--- config.mk ---
export PLATFORM = sky130hd
export DESIGN_NAME = enemy_sprite_loader
export DESIGN_NICKNAME = d
export VERILOG_FILES = /design/src/rtl/sprite_pkg.sv /design/src/rtl/enemy_sprite_loader.sv
export SDC_FILE = /design/constraint.sdc
export NUM_CORES = 1
export LEC_CHECK = 0
export CAP_MARGIN = 20
export CORE_MARGIN = 2
export CORE_UTILIZATION = 51
export CTS_CLUSTER_DIAMETER = 60
export DETAILED_ROUTE_END_ITERATION = 10
export PLACE_DENSITY = 0.8
export SYNTH_ARGS = -nofsm -noshare
export SYNTH_HDL_FRONTEND = slang
export SYNTH_SLANG_ARGS = --single-unit
--- constraint.sdc ---
create_clock -name clk -period 2.9 [get_ports clk]
set_clock_uncertainty 0.1 [all_clocks]
set_input_delay 0.87 -clock clk [delete_from_list [all_inputs] [get_ports clk]]
set_output_delay 0.87 -clock clk [all_outputs]
set_load 0.01 [all_outputs]
--- src/rtl/sprite_pkg.sv ---
// Shared constants and types for the enemy sprite source/loader pair.
// Geometry and colour depth must agree between the read and write sides.
package sprite_pkg;

    localparam int SPRITE_H    = 64;
    localparam int SPRITE_V    = 64;
    localparam int SPRITE_ADDR = 12;
    localparam int COLOR_DEPTH = 12;

    typedef enum logic [1:0] {
        IDLE       = 2'd0,
        WAIT_BLANK = 2'd1,
        LOAD       = 2'd2
    } loader_state_t;

endpackage

--- src/rtl/enemy_sprite_loader.sv ---
// Streams pixels from a valid/ready source into the sprite RAM write port,
// optionally only during vertical blanking so a sprite never tears mid-frame.
module enemy_sprite_loader
    import sprite_pkg::*;
#(
    parameter int CD         = COLOR_DEPTH,
    parameter int ADDR       = SPRITE_ADDR,
    parameter int BLANK_ONLY = 1
) (
    input  logic            clk,
    input  logic            reset_n,
    input  logic            start,
    input  logic            abort,
    input  logic [ADDR-1:0] base_addr,
    input  logic [ADDR:0]   count,
    input  logic            blank,
    input  logic            s_valid,
    input  logic [CD-1:0]   s_data,
    output logic            s_ready,
    output logic            we,
    output logic [ADDR-1:0] addr_w,
    output logic [CD-1:0]   pixel_in,
    output logic            busy,
    output logic            done
);

    localparam logic [1:0]    ST_IDLE  = IDLE;
    localparam logic [1:0]    ST_WAIT  = WAIT_BLANK;
    localparam logic [1:0]    ST_LOAD  = LOAD;
    localparam logic          GATE_ON_BLANK = (BLANK_ONLY != 0);
    localparam logic [ADDR:0] FULL_SPRITE   = {1'b1, {ADDR{1'b0}}};
    localparam logic [ADDR:0] ONE           = {{ADDR{1'b0}}, 1'b1};

    logic [1:0]      state_reg, state_next;
    logic [ADDR-1:0] base_reg, base_next;
    logic [ADDR:0]   total_reg, total_next;
    logic [ADDR:0]   index_reg, index_next;
    logic            we_reg;
    logic            done_reg;
    logic [ADDR-1:0] addr_reg;
    logic [CD-1:0]   pixel_reg;

    logic            blank_ok;
    logic            accept;
    logic            last_beat;
    logic [ADDR:0]   index_plus1;
    logic [ADDR-1:0] write_addr;

    assign blank_ok    = blank || !GATE_ON_BLANK;
    // Held low during reset so upstream never sees a beat taken that is then discarded.
    assign s_ready     = reset_n && (state_reg == ST_LOAD) && !abort && blank_ok;
    assign accept      = s_valid && s_ready;
    assign index_plus1 = index_reg + ONE;
    assign last_beat   = (index_plus1 == total_reg);
    assign write_addr  = base_reg + index_reg[ADDR-1:0];

    always_comb begin
        state_next = state_reg;
        base_next  = base_reg;
        total_next = total_reg;
        index_next = index_reg;
        case (state_reg)
            ST_IDLE: begin
                if (start && !abort) begin
                    base_next  = base_addr;
                    total_next = (count == '0) ? FULL_SPRITE : count;
                    index_next = '0;
                    state_next = (GATE_ON_BLANK && !blank) ? ST_WAIT : ST_LOAD;
                end
            end
            ST_WAIT: begin
                if (abort) begin
                    state_next = ST_IDLE;
                end else if (blank) begin
                    state_next = ST_LOAD;
                end
            end
            ST_LOAD: begin
                if (abort) begin
                    state_next = ST_IDLE;
                end else if (accept) begin
                    index_next = index_plus1;
                    if (last_beat) begin
                        state_next = ST_IDLE;
                    end
                end
            end
            default: state_next = ST_IDLE;
        endcase
    end

    always_ff @(posedge clk) begin
        if (!reset_n) begin
            state_reg <= ST_IDLE;
            base_reg  <= '0;
            total_reg <= '0;
            index_reg <= '0;
            we_reg    <= 1'b0;
            done_reg  <= 1'b0;
            addr_reg  <= '0;
            pixel_reg <= '0;
        end else begin
            state_reg <= state_next;
            base_reg  <= base_next;
            total_reg <= total_next;
            index_reg <= index_next;
            we_reg    <= accept;
            // done lands with the final write, one cycle after its accept.
            done_reg  <= accept && last_beat;
            if (accept) begin
                addr_reg  <= write_addr;
                pixel_reg <= s_data;
            end
        end
    end

    assign we       = we_reg;
    assign addr_w   = addr_reg;
    assign pixel_in = pixel_reg;
    assign done     = done_reg;
    assign busy     = (state_reg != ST_IDLE);

endmodule

After elaboration in Yosys (flattened, before gate mapping)
Index checks and enable logic that the tools add are counted.
{"block": "word_totals", "regBits": 66, "word_cells": 46, "in_bits": 43, "output_inout_bits": 28}
{"block": "classes", "n_addsub": 2, "mux": 13, "eq_ne": 9, "reduce_logical": 14}
{"operator": "$mux 13", "count": 4}
{"operator": "$pmux 13 s2", "count": 1}
{"operator": "$mux 2", "count": 7}
{"operator": "$add 13x1->13 const B", "count": 1}
{"operator": "$eq 13x13->1", "count": 1}
{"operator": "$logic_not 13->1", "count": 1}
{"operator": "$add 12x12->12", "count": 1}
{"operator": "$ne 3x3->1 const B", "count": 3}
{"operator": "$reduce_and 4->1", "count": 2}
{"operator": "$logic_and 1x1->1", "count": 6}
{"operator": "$ne 2x2->1 const B", "count": 3}
{"operator": "$pmux 2 s3", "count": 1}
{"operator": "$reduce_bool 2->1", "count": 2}
{"operator": "$eq 2x1->1 const B", "count": 1}
{"operator": "$eq 2x2->1 const B", "count": 1}
{"operator": "$logic_not 2->1", "count": 1}
{"operator": "$reduce_and 2->1", "count": 1}
{"operator": "$logic_not 1->1", "count": 1}

Logic depth before layout (Yosys ltp)
Gate-level depths: netlist of the first run.
{"block": "depth", "word_depth": 8, "ltp_mapped": 9, "mapped_depth_nobuf": 9}

Worst setup path after synthesis of the first run
Ideal clock, no wire load.
{"block": "synth_path", "path_type": "input to register", "startpoint": "input reset_n", "endpoint": "register state_reg[1]", "path_buffers": 1, "setup_ns": 0.117, "arrival_ns": 2.298, "t_required_ns": 2.683, "path_stages": 7, "setup_slack_ns": 0.385, "cell_sequence": "clkbuf_1 -> and4bb_1 -> nand3_1 -> a2111oi_0 -> o211a_1 -> nand4_1 -> a22o_1"}
{"block": "synth_via", "elab_chain_cells": 6}
{"element": "start, declared", "line_no": "enemy_sprite_loader.sv:11", "rtl": "input logic reset_n,"}
{"element": "$logic_and 1x1->1 (3 in series)", "line_no": "enemy_sprite_loader.sv:51", "rtl": "assign s_ready = reset_n && (state_reg == ST_LOAD) && !abort && blank_ok;"}
{"element": "$logic_and 1x1->1", "line_no": "enemy_sprite_loader.sv:52", "rtl": "assign accept = s_valid && s_ready;"}
{"element": "$ne 3x3->1 (no source line)"}
{"element": "$reduce_and 4->1 (no source line)"}
{"element": "end signal, assigned", "line_no": "enemy_sprite_loader.sv:103", "rtl": "state_reg <= state_next;"}
{"element": "end, declared", "line_no": "enemy_sprite_loader.sv:34", "rtl": "logic [1:0] state_reg, state_next;"}
Several ways; a longest one is shown, not always the timed one.
A chain may end at the register's enable or synchronous reset.

Final worst setup path of the first run
{"block": "layout_path", "startpoint": "input abort", "endpoint": "output s_ready"}
{"block": "layout_via", "elab_chain_cells": 3}
{"element": "start, declared", "line_no": "enemy_sprite_loader.sv:13", "rtl": "input logic abort,"}
{"element": "$logic_not 1->1", "line_no": "enemy_sprite_loader.sv:51"}
{"element": "$logic_and 1x1->1 (2 in series)", "line_no": "enemy_sprite_loader.sv:51"}
{"element": "end, declared", "line_no": "enemy_sprite_loader.sv:19", "rtl": "output logic s_ready,"}
No other way between the ends.

==> metrics.md, run 1 <==
| Metric | Value |
|---|---|
| HP Class | `reg -> reg` |
| Clock Latency Late Sink | `between 0.3 and 0.4 ns` |
| TNS Setup | `0 ns` |
| Rows | `29` |
| Fin. max-slew vios | `0` |
| TritonCTS buffer count | `9` |
| Dpl cell area | `0.00421 mm²` |
| Ant. Diodes | `0` |
| Fmax | `around 370 MHz` |
| Post-Route WL | `8.57 mm` |
| Commonest non-fill, non-tap cell in the layout | `nand2_1` |
| Final Hold Viols | `0` |
| Largest net degree at the start of global routing | `between 60 and 70` |
| Tcrit/Tclk final | `0.943` |
| Most used DFF post-synth | `dfxtp_1` |
| Core Box Area | `0.00639 mm²` |
| EDFF count, synth | `0` |
| Share of layout cells above drive strength 1 | `0.0847` |
| Slew margin rel. | `0.625` |
| Design Power | `about 2 mW` |
| Starting Density | `0.531` |
| Antenna violations before repair | `0` |
| PD cells | `about 450 mW/mm²` |
| Avg WL per Cell | `approximately 15 µm` |
| Peak supply drop | `roughly 340 µV` |
| H-Tree Depth | `3` |
| Synthesized instance count | `between 400 and 500` |
| Clock Root Buffer | `clkbuf_8` |
| Crit path buffers/inverters | `2` |
| Cell variety after synth | `55` |
| Die area | `around 0.0073 mm²` |
| Global-route wire length before repair | `between 10 and 15 mm` |
| Detailed Routing Iterations Pass 1 | `5` |
| Vias in the first global route | `between 2000 and 3000` |
| LEAKAGE | `between 1.5 and 2 nW` |
| Post-synth net total | `between 400 and 500` |
| PortBufs | `70` |
| Worst setup SP type | `input port` |
| Slowest cell on crit path | `and4bb_1` |
| Worst-path clk slew | `0.07 ns` |
| Reg2Reg Setup Slack | `approximately 0.48 ns` |
| RSZ-0062 raised after global routing | `no` |
| DRC Markers | `0` |
| Tmin final | `2.73 ns` |
| Area Overhead vs Synth | `31.1%` |
| Mapped Area | `approximately 0.0034 mm²` |
| Critical path type | `in -> out` |
| Number of routed nets with antenna violations | `0` |
| Post-Synth XOR/XNOR Area | `0.0568` |
| Sw frac | `0.224` |
| Crit end category | `output port` |
| Fin area | `0.00444 mm²` |
| Ys async rst share | `0` |
| Compound-Gate Fraction of Synth Area | `0.211` |
| Final core occ | `0.696` |
| Max-cap violations | `0` |
| IO Count | `71` |
| Most frequent cells in the layout | `nand2_1 (85), clkdlybuf4s50_1 (67), dfxtp_1 (66), a21boi_0 (30), nand3_1 (28)` |
| Crit path max fanout | `2` |
| Die Wd | `around 86 µm` |
| Combinational fraction of design power | `0.087` |
| CTS tree | `built` |
| Smallest hold slack | `0.351 ns` |
| Worst Path Arrival | `1.76 ns` |
| Cell Chain, Critical Path | `dlygate4sd2_1 -> and4bb_1 -> and2_1 -> dlygate4sd2_1` |
| Sequential fraction of the synthesis area | `0.390` |
| Setup violators final | `0` |
| Synth Area in Simple Gates | `0.254` |
| Worst-Margin Slew | `between 0.5 and 0.6 ns` |
| Part of the power in registers | `0.469` |
| Gr ovfl total | `0` |
| Net count, final | `about 550` |
| Number of buffers on the longest clock path | `2` |
| Largest family of logic cells by synthesized area | `simple AND/OR/NAND/NOR gates` |
| Status | `finished, final reports clean` |
| Synth Register Bits | `66` |
| Mux cell area share after synthesis | `0` |
| Net Switching | `0.450 mW` |
| CTS Hold Bufs | `0` |
| DR vias | `approximately 3200` |
| Synth Area per Inst | `~8.1 µm²` |
| Vias per cell | `between 5 and 6` |
| Chip height | `85.5 µm` |
| CP dominant cell by count | `dlygate4sd2_1` |
| Starting DRT DRC Count | `219` |
| Clock sinks | `66` |
| Internal power | `1.55 mW` |
| Detailed Place HPWL | `6.09 mm` |
| Yosys Warn Count | `0` |
| Cell family with most CP delay | `buffers and inverters` |
| Post-synthesis adder-cell area fraction | `0.0502` |
| GRT Total Usage | `0.239` |
| Gpl congestion | `roughly 0.88` |
| Critical path required time | `a little under 2 ns` |
| Clock power frac | `0.444` |
| CP max stage delay | `between 0.2 and 0.3 ns` |
==> final timing paths <==
kind / cells past startpoint / to / from
max reg2reg: 8 / state_reg[1]$_SDFFE_PN0P_ / index_reg[1]$_SDFFE_PN0P_
min reg2reg: 2 / pixel_in[0]$_SDFFE_PN0P_ / pixel_in[0]$_SDFFE_PN0P_
max: 4 / s_ready / abort
min: 2 / pixel_in[0]$_SDFFE_PN0P_ / pixel_in[0]$_SDFFE_PN0P_
==> routing by layer <==
layer / share of wire / up-vias / GRT usage
li1: - / 1610 / -
met5: 0 / - / 0
met1: 0.44 / 1475 / 0.317
met3: 0.064 / 24 / 0.0395
met4: 0.023 / 0 / 0.104
met2: 0.47 / 133 / 0.386
==> power by group through the flow <==
| stage | Clock [mW] | Combinational, mW | Sequential (mW) |
|---|---|---|---|
| floorplan | 0 | 0.0834 | 0.957 |
| global placement | 0 | 0.170 | 0.960 |
| detailed placement | 0 | 0.174 | 0.961 |
| CTS | 0.905 | 0.175 | 0.940 |
| global route | 0.941 | 0.191 | 0.942 |
| finish | 0.889 | 0.174 | 0.940 |
==> worst reg2reg max path, delay by kind of cell, from the launching register on <==
kind | cells | cell delay, ns
AO/OA/AOI/OAI | 3 | 0.72
AND/OR/NAND/NOR | 3 | 0.70
buffers and inverters | 1 | 0.16
flip-flops | 1 | 0.43
adder cells (fa/ha/maj) | 1 | 0.21
==> metrics by stage <==
stage	instances	worst slack, ns
after floorplan	418	0.385
after global placement	556	-0.282
after detailed placement	556	-0.343
after CTS	573	0.154
after global routing	573	0.115
final	573	0.166
==> cell usage after synthesis (all sizes together), types with 11 or more instances <==
cell type  number  share of area
dfxtp          66           0.39
a21oi          14          0.021
a21boi         31          0.069
inv            11          0.012
ha             12          0.044
xor2           11          0.028
nand3          29          0.044
nand2          85          0.094
nor2           18          0.020
xnor2          11          0.028
clkbuf         19          0.021
o21ai          27          0.040
==> what timing repair did <==
action                     4_1_cts  5_1_grt
setup endpoints to repair        1        0
gates resized for setup          2        0
setup buffers                    1        0
==> cell families after synthesis <==
kind of cell               Yosys count
and+or+nand+nor                    179
adders and majority gates           13
DFF                                 66
xor gates and xnor gates            22
AOI/OAI and AO/OA                  104
buffers and inverters               34
==> final cells by class <==
| type | count | area [µm²] |
|---|---|---|
| fillers | 546 | 1940 |
| multi-input cells | 318 | 1940 |
| flip-flops and latches | 66 | 1320 |
| repair buffers | 85 | 818 |
| clock buffers | 12 | 155 |
| well taps | 77 | 96.3 |
| clock inverters | 4 | 73.8 |
| inverters | 11 | 41.3 |
(Power assumes the default switching activity.)
==> run 2, diff against run 1 <==
--- a/config.mk
+++ b/config.mk
@@ -10,7 +10,7 @@
 export CORE_UTILIZATION = 51
 export CTS_CLUSTER_DIAMETER = 60
 export DETAILED_ROUTE_END_ITERATION = 10
-export PLACE_DENSITY = 0.8
+export PLACE_DENSITY = 0.76
 export SYNTH_ARGS = -nofsm -noshare
 export SYNTH_HDL_FRONTEND = slang
 export SYNTH_SLANG_ARGS = --single-unit
==> metrics.md, run 2 (synthesized netlist as in run 1, its figures left out) <==
| Metric | Value |
|---|---|
| Peak supply drop | `448 µV (was 341 µV)` |
| Vias per cell | `5.58 (was 5.66)` |
| Worst-path clk slew | `0.06 ns (was 0.07 ns)` |
| Chip height | `85.5 µm (unchanged)` |
| Smallest hold slack | `0.354 ns (was 0.351 ns)` |
| Net count, final | `547 (unchanged)` |
| Setup violators final | `0 (unchanged)` |
| Clock Root Buffer | `clkbuf_8 (unchanged)` |
| DRC Markers | `0 (unchanged)` |
| Worst-Margin Slew | `0.576 ns (was 0.563 ns)` |
| Slew margin rel. | `0.616 (was 0.625)` |
| Core Box Area | `0.00639 mm² (unchanged)` |
| Post-Route WL | `8.41 mm (was 8.57 mm)` |
| Final core occ | `0.689 (was 0.696)` |
| TritonCTS buffer count | `9 (unchanged)` |
| Tmin final | `2.80 ns (was 2.73 ns)` |
| Layout fillers | `565 (was 546)` |
| Worst Path Arrival | `1.83 ns (was 1.76 ns)` |
| Crit path max fanout | `2 (unchanged)` |
| Worst setup SP type | `input port (unchanged)` |
| Detailed Routing Iterations Pass 1 | `4 (was 5)` |
| Avg WL per Cell | `14.7 µm (was 15.0 µm)` |
| Gr ovfl total | `0 (unchanged)` |
| LEAKAGE | `1.75 nW (was 1.77 nW)` |
| PD cells | `426 mW/mm² (was 451 mW/mm²)` |
| Critical path type | `in -> out (unchanged)` |
| Most frequent cells in the layout | `nand2_1 (85), clkdlybuf4s50_1 (68), dfxtp_1 (66), a21boi_0 (30), nand3_1 (28) (was nand2_1 (85), clkdlybuf4s50_1 (67), dfxtp_1 (66), a21boi_0 (30), nand3_1 (28))` |
| Critical path required time | `1.93 ns (about the same)` |
| Max-cap violations | `0 (unchanged)` |
| GRT Total Usage | `0.242 (was 0.239)` |
| CTS tree | `built (unchanged)` |
| Antenna violations before repair | `0 (unchanged)` |
| RSZ-0062 raised after global routing | `yes (was no)` |
| Number of buffers on the longest clock path | `2 (unchanged)` |
| Tcrit/Tclk final | `0.967 (was 0.943)` |
| IO Count | `71 (unchanged)` |
| Vias in the first global route | `3128 (was 2934)` |
| Global-route wire length before repair | `14.1 mm (was 13.9 mm)` |
| Fmax | `357 MHz (was 366 MHz)` |
| TNS Setup | `0 ns (unchanged)` |
| Gpl congestion | `0.921 (was 0.879)` |
| Clock Latency Late Sink | `0.34 ns (about the same)` |
| H-Tree Depth | `3 (unchanged)` |
| Share of layout cells above drive strength 1 | `0.0870 (was 0.0847)` |
| Starting DRT DRC Count | `198 (was 219)` |
| Status | `finished, final reports clean (unchanged)` |
| Clock sinks | `66 (unchanged)` |
| Number of routed nets with antenna violations | `0 (unchanged)` |
| Crit end category | `output port (unchanged)` |
| Detailed Place HPWL | `6.02 mm (was 6.09 mm)` |
| Final Hold Viols | `0 (unchanged)` |
| DR vias | `3186 (was 3242)` |
| PortBufs | `70 (unchanged)` |
| Area Overhead vs Synth | `29.7% (was 31.1%)` |
| Largest net degree at the start of global routing | `64 (unchanged)` |
| HP Class | `reg -> reg (unchanged)` |
| Die Wd | `85.5 µm (unchanged)` |
| Starting Density | `0.531 (unchanged)` |
| Register area | `0.00132 mm² (unchanged)` |
| Commonest non-fill, non-tap cell in the layout | `nand2_1 (unchanged)` |
| Rows | `29 (unchanged)` |
| Fin. max-slew vios | `0 (unchanged)` |
| Die area | `0.00732 mm² (unchanged)` |
| Ant. Diodes | `0 (unchanged)` |
| Multi-input gate area | `0.00194 mm² (about the same)` |
-- run 2: worst paths after layout --
kind | from | endpoint | slack (ns) | cells past startpoint
worst max register to register | index_reg[1]$_SDFFE_PN0P_ | state_reg[1]$_SDFFE_PN0P_ | 0.25 | 7
worst min-delay path | pixel_in[6]$_SDFFE_PN0P_ | pixel_in[6]$_SDFFE_PN0P_ | 0.35 | 2
worst min register to register | pixel_in[6]$_SDFFE_PN0P_ | pixel_in[6]$_SDFFE_PN0P_ | 0.35 | 2
worst max-delay path | abort | s_ready | 0.1 | 4
-- run 2: per-stage QoR --
| step | total power, mW | std cells | setup WS (ns) | cell area, µm² |
|---|---|---|---|---|
| 6_report | 1.88 | 571 | 0.0952 | 4400 |
| 3_3_place_gp | 1.13 | 556 | -0.277 | 4200 |
| 5_1_grt | 1.94 | 571 | -0.00686 | 4400 |
| 2_1_floorplan | 1.04 | 418 | 0.385 | 3390 |
| 3_5_place_dp | 1.13 | 556 | -0.310 | 4200 |
| 4_1_cts | 1.89 | 571 | 0.0273 | 4400 |
-- run 2: what timing repair did --
item,4_1_cts,5_1_grt
hold buffers,0,0
hold endpoints to repair,0,0
buffers inserted,1,0
pin swaps,1,1
resized for setup,2,3
setup endpoints to repair,1,2
-- run 2: critical path: stages --
cell             delay, ns
clkdlybuf4s50_1       0.47
and4bb_1              0.22
and2_1                0.15
clkbuf_2              0.12
-- run 2: layout make-up --
type / instances / area share
tap: 77 / 0.0219
inverter: 11 / 0.00939
clock inverter: 3 / 0.00910
sequential: 66 / 0.300
multi-input combinational: 318 / 0.442
clock buffer: 11 / 0.0344
timing repair buffer: 85 / 0.183
-- run 2: power breakdown --
part | total [mW] | internal (mW) | leakage [nW] | switching (mW)
Clock | 0.761 | 0.431 | 0.101 | 0.330
Sequential | 0.941 | 0.926 | 0.535 | 0.0152
Combinational | 0.173 | 0.0969 | 1.11 | 0.0764
Total | 1.88 | 1.45 | 1.75 | 0.422
-- run 2: routing by layer --
metal  share of wire  GRT usage  up-vias
met5               0          0        -
met4           0.021      0.115        0
met3           0.066     0.0346       15
met2            0.47      0.411       97
met1            0.44      0.300     1470
li1                -          -     1604
